`src/rtl/load_store_unit.sv`:
```
`default_nettype none
// ============================================================================
// Module   : load_store_unit
// Purpose  : Memory-stage controller that turns MIPS32 byte/half/word
//            loads and stores into full-word accesses on a word-only data
//            memory. Sub-word loads are sign/zero extended. Sub-word stores
//            are done as read-modify-write. Errors (illegal size, misaligned
//            or out-of-range address) never reach memory.
// Ports    : clk, reset (async, active-high)
//            req/is_store/size/uns/addr/wdata : request from the pipeline
//            busy/done/err/rdata              : status and load result
//            MemRead/MemWrite/Address/WriteData/ReadData : DataMemory port
// Revision : 1.0 - initial release
// ============================================================================
module load_store_unit #(
    parameter int MEM_WORDS = 4096
) (
    input  logic        clk,
    input  logic        reset,
    input  logic        req,
    input  logic        is_store,
    input  logic [1:0]  size,
    input  logic        uns,
    input  logic [31:0] addr,
    input  logic [31:0] wdata,
    output logic        busy,
    output logic        done,
    output logic        err,
    output logic [31:0] rdata,
    output logic        MemRead,
    output logic        MemWrite,
    output logic [31:0] Address,
    output logic [31:0] WriteData,
    input  logic [31:0] ReadData
);

    typedef enum logic [2:0] {
        S_IDLE = 3'd0,
        S_RD   = 3'd1,
        S_EXT  = 3'd2,
        S_WR   = 3'd3,
        S_RESP = 3'd4
    } state_t;

    localparam logic [1:0]  SZ_BYTE    = 2'b00;
    localparam logic [1:0]  SZ_HALF    = 2'b01;
    localparam logic [1:0]  SZ_WORD    = 2'b10;
    localparam logic [32:0] ADDR_LIMIT = 33'(MEM_WORDS * 4);

    state_t      state, state_next;
    logic [31:0] addr_q, wdata_q, wbuf;
    logic [1:0]  size_q;
    logic        uns_q, is_store_q, err_q;

    logic        req_err;
    logic [7:0]  byte_sel;
    logic [15:0] half_sel;
    logic [31:0] load_val, merged;

    // Request-side error detection, evaluated on the inputs at capture.
    assign req_err = (size == 2'b11)
                   | ((size == SZ_HALF) & addr[0])
                   | ((size == SZ_WORD) & (addr[1:0] != 2'b00))
                   | ({1'b0, addr} >= ADDR_LIMIT);

    // Lane extraction/merge on the word returned by memory (valid in EXT).
    always_comb begin
        byte_sel = ReadData[{addr_q[1:0], 3'b000} +: 8];
        half_sel = addr_q[1] ? ReadData[31:16] : ReadData[15:0];

        case (size_q)
            SZ_BYTE: load_val = uns_q ? {24'd0, byte_sel} : {{24{byte_sel[7]}}, byte_sel};
            SZ_HALF: load_val = uns_q ? {16'd0, half_sel} : {{16{half_sel[15]}}, half_sel};
            default: load_val = ReadData;
        endcase

        merged = ReadData;
        if (size_q == SZ_BYTE) begin
            merged[{addr_q[1:0], 3'b000} +: 8] = wdata_q[7:0];
        end else if (size_q == SZ_HALF) begin
            if (addr_q[1]) merged[31:16] = wdata_q[15:0];
            else           merged[15:0]  = wdata_q[15:0];
        end
    end

    always_ff @(posedge clk or posedge reset) begin
        if (reset) state <= S_IDLE;
        else       state <= state_next;
    end

    always_comb begin
        state_next = state;
        busy       = (state != S_IDLE);
        done       = 1'b0;
        err        = 1'b0;
        MemRead    = 1'b0;
        MemWrite   = 1'b0;
        Address    = 32'd0;
        WriteData  = 32'd0;
        case (state)
            S_IDLE: begin
                if (req) begin
                    if (req_err)                             state_next = S_RESP;
                    else if (is_store && (size == SZ_WORD))  state_next = S_WR;
                    else                                     state_next = S_RD;
                end
            end
            S_RD: begin
                MemRead    = 1'b1;
                Address    = {addr_q[31:2], 2'b00};
                state_next = S_EXT;
            end
            S_EXT: begin
                state_next = is_store_q ? S_WR : S_RESP;
            end
            S_WR: begin
                MemWrite   = 1'b1;
                Address    = {addr_q[31:2], 2'b00};
                WriteData  = (size_q == SZ_WORD) ? wdata_q : wbuf;
                state_next = S_RESP;
            end
            S_RESP: begin
                done       = 1'b1;
                err        = err_q;
                state_next = S_IDLE;
            end
            default: state_next = S_IDLE;
        endcase
    end

    always_ff @(posedge clk or posedge reset) begin
        if (reset) begin
            addr_q     <= 32'd0;
            wdata_q    <= 32'd0;
            size_q     <= 2'b00;
            uns_q      <= 1'b0;
            is_store_q <= 1'b0;
            err_q      <= 1'b0;
            wbuf       <= 32'd0;
            rdata      <= 32'd0;
        end else begin
            if ((state == S_IDLE) && req) begin
                addr_q     <= addr;
                wdata_q    <= wdata;
                size_q     <= size;
                uns_q      <= uns;
                is_store_q <= is_store;
                err_q      <= req_err;
            end
            if (state == S_EXT) begin
                if (is_store_q) wbuf  <= merged;
                else            rdata <= load_val;
            end
        end
    end

endmodule
`default_nettype wire
```
`config.mk`:
```
export PLATFORM = sky130hd
export DESIGN_NAME = load_store_unit
export DESIGN_NICKNAME = d
export VERILOG_FILES = /design/src/rtl/load_store_unit.sv
export SDC_FILE = /design/constraint.sdc
export NUM_CORES = 1
export LEC_CHECK = 0
export CAP_MARGIN = 20
export CORE_MARGIN = 1.5
export CORE_UTILIZATION = 50
export DETAILED_ROUTE_END_ITERATION = 12
export GPL_TIMING_DRIVEN = 0
export PLACE_DENSITY = 0.82
export SLEW_MARGIN = 20
export SYNTH_ARGS = -nofsm -noshare
export SYNTH_HDL_FRONTEND = slang
export SYNTH_SLANG_ARGS = --single-unit
```
`constraint.sdc`:
```
create_clock -name clk -period 13.07 [get_ports clk]
set_input_delay 2.614 -clock clk [delete_from_list [all_inputs] [get_ports clk]]
set_output_delay 2.614 -clock clk [all_outputs]
set_load 0.1 [all_outputs]
```
==> run_results.csv <==
group,metric,value,unit
status,outcome,"finished, final reports clean",
global_routing,busiest_layer,"met2",
layout,stdcell_area,10400,sq um
global_routing,grt_usage,0.318,
clocking,cts_max_path_buffers,2,
place,post-place-ws,7.58,ns
synth,synth_commonest_cells,"dfrtp_1, nand2_1, a21oi_1",
sta,holdWs,0.487,ns
synth,yosysWarnings,0,
clocking,path_clk_slew,0.06,ns
critical_path,critPathRequiredTime,10.46,ns
power_and_ir_drop,swShare,0.283,
clocking,cts_htree_levels,4,
clocking,cts_root_buf,"clkbuf_16",
sta,min_period_over_period,0.460,
clocking,cts_setup_buffers,0,
synth,syn_avg_cell_area,9.86,sq um
routing,drc_errors,0,
clocking,postCtsHoldBufs,0,
power_and_ir_drop,power_frac_clock,0.406,
power_and_ir_drop,p_leak,0.00445,uW
floorplanning,start_util,0.514,
floorplanning,io_pins,204,
routing,drtIter0Drc,656,
clocking,tritoncts,"built",
power_and_ir_drop,power_switching,351,uW
floorplanning,rows,44,
sta,timing.final.ws_setup,7.06,ns
power_and_ir_drop,ir_worst_vdd,0.0000878,V
layout,n_antenna_cell,0,
synth,netlist_top_cells_area,"dfrtp_1, nand2_1, mux2_4",
global_routing,use_met3,0.0847,
critical_path,cp_slowest_cell,"clkdlybuf4s50_1",
layout,area_growth,38.7,%
layout,layout-drive-gt1-share,0.150,
synth,syn_area,7490,sq um
power_and_ir_drop,seq_power_share,0.395,
routing,final_antenna_net_count,0,
critical_path,critPathKind,"flop to primary output",
sta,slew_headroom,0.323,
floorplanning,die_h,125,microns
critical_path,crit_chain,"buf_2 > nand2b_1 > clkbuf_1 > nand2_1 > a21oi_1 > clkdlybuf4s50_1",
power_and_ir_drop,intPower,887,uW
place,port_buffers,201,
synth,synth_top_cell_area_share,0.454,
layout,fin_nets,1090,
synth,yosys.area.top_type,"dfrtp_1",
synth,synth_edf_count,0,
sta,finalSetupTns,0,ns
global_routing,antenna_found_initial,0,
sta,finalSetupViolCount,0,
power_and_ir_drop,finalPower,1240,uW
clocking,cts-buffers-inserted,17,
critical_path,arrival,3.40,ns
critical_path,end_kind,"primary output",
place,placed_cell_area,9780,sq um
sta,min_period,6.01,ns
sta,hold_viol,0,
flow_run,maxCapViolations,0,
floorplanning,die_w,125,microns
sta,max_slew.worst_pin.slew,1.01,ns
global_routing,grtUsageMet1,0.425,
synth,synth_cell_type_count,54,
critical_path,worstPathMaxFanout,10,
synth,ys.flop_type,"dfrtp_1",
critical_path,slowest_delay,1.15,ns
min_path,hp-class,"flop to flop",
global_routing,grt_pass1_wl,38.7,mm
synth,synth-seq-cells,136,
global_routing,grt_max_degree,82,
routing,wire_per_inst,21.0,microns
routing,via_per_inst,5.87,
sta,fmax,166,MHz
clocking,worstSkewPairLatency,0.42,ns
clocking,clock-sinks,136,
synth,synth.most_common_cell,"dfrtp_1",
routing,drt-pass1-iter-count,6,
place,gp_congestion,0.960,
floorplanning,core_area,14600,sq um
routing,vias,6919,
critical_path,crit_path_start_kind,"flop",
floorplanning,dieArea,15700,sq um
global_routing,gr-usage-met2,0.493,
power_and_ir_drop,p_comb_frac,0.200,
power_and_ir_drop,powerDensity,119,nW/um^2
synth,synthArstFlopShare,1.00,
synth,yosysSeqAreaShare,0.454,
clocking,ctsResizeCount,0,
global_routing,grt_pass1_vias,6918,
routing,routed_wl,24.8,mm
place,place_hpwl,18.5,mm
sta,slew_viol_final,0,
sta,rsz0062_at_grt,"no",
synth,syn_inst,760,
sta,final.setup_skew,0.00666,ns
global_routing,overflow,0,
power groups by stage:
| stage | Sequential [uW] | Clock (uW) | Combinational (uW) |
|---|---|---|---|
| finish | 489 | 502 | 247 |
| global route | 491 | 529 | 265 |
| CTS | 487 | 507 | 244 |
| detailed placement | 494 | 0 | 242 |
| global placement | 493 | 0 | 237 |
| floorplan | 478 | 0 | 160 |
logic make-up (layout without fill, tap and decap cells):
kind of cell	Yosys count	in the layout	share of synthesized area
AND/OR/NAND/NOR	251	251	0.158
AO/OA/AOI/OAI	198	198	0.177
buffers and inverters	93	326	0.0639
flip-flops	136	136	0.454
multiplexers	76	76	0.138
adder cells (fa/ha/maj)	5	5	0.00835
other	1	2	0.000500
cells in the final DEF, fill, tap and decap left out, drive strengths merged, types with 3 or more instances in the layout:
master and count:
mux4 7, mux2 64, inv 33, clkinv 3
nor2b 5, buf 37, nand2 126, dfrtp 136
mux2i 5, and2 39, clkinvlp 4, nor4 4
nor2 44, nand2b 3, nor3 11, or3 8
o22ai 14, o21ai 29, clkbuf 45, a22o 9
a22oi 7, bufinv 3, clkdlybuf4s50 201, a221oi 24
ha 5, a21oi 74, a221o 24, a31oi 10
stage by stage:
step           utilization  std cells
4_1_cts              0.713       1178
3_5_place_dp         0.670       1147
2_1_floorplan            -        761
3_3_place_gp         0.668       1146
6_report             0.713       1178
5_1_grt              0.713       1178
final cells by class:
| class | instances | area [sq um] |
|---|---|---|
| well taps | 184 | 230 |
| clock inverters | 10 | 143 |
| multi-input cells | 532 | 3620 |
| plain buffers | 60 | 355 |
| fillers | 1091 | 4190 |
| clock buffers | 21 | 480 |
| inverters | 33 | 131 |
| repair buffers | 202 | 2040 |
| flip-flops and latches | 136 | 3400 |
final timing paths:
kind                            cells after the start       endpoint  slack [ns]  startpoint
worst min register to register                      2       wbuf[12]        0.49    wbuf[12]
worst max register to register                      9       wbuf[29]       10.14   addr_q[1]
min in group asynchronous                           2    wdata_q[16]        2.60       reset
worst max-delay path                                6  WriteData[25]        7.06   size_q[0]
worst min-delay path                                2       wbuf[12]        0.49    wbuf[12]
max in group asynchronous                           3      rdata[23]        9.74       reset
routing by layer:
layer / vias up / part of all wire
met5: - / 0
met4: 0 / 0.035
met3: 70 / 0.093
met2: 374 / 0.46
met1: 3328 / 0.41
li1: 3147 / -
worst max-delay path, delay by kind of cell, from the launching register on:
family / cells / cell delay (ns)
AND/OR/NAND/NOR: 2 / 0.52
buffers and inverters: 3 / 1.83
AO/OA/AOI/OAI: 1 / 0.16
flip-flops: 1 / 0.46
flip-flops by register name, indices dropped and copies added, names as in the netlist:
register	count
addr_q	32
rdata	32
wbuf	32
wdata_q	32
state	3
size_q	2
err_q	1
is_store_q	1
uns_q	1
Power figures use the tool's default switching activity.
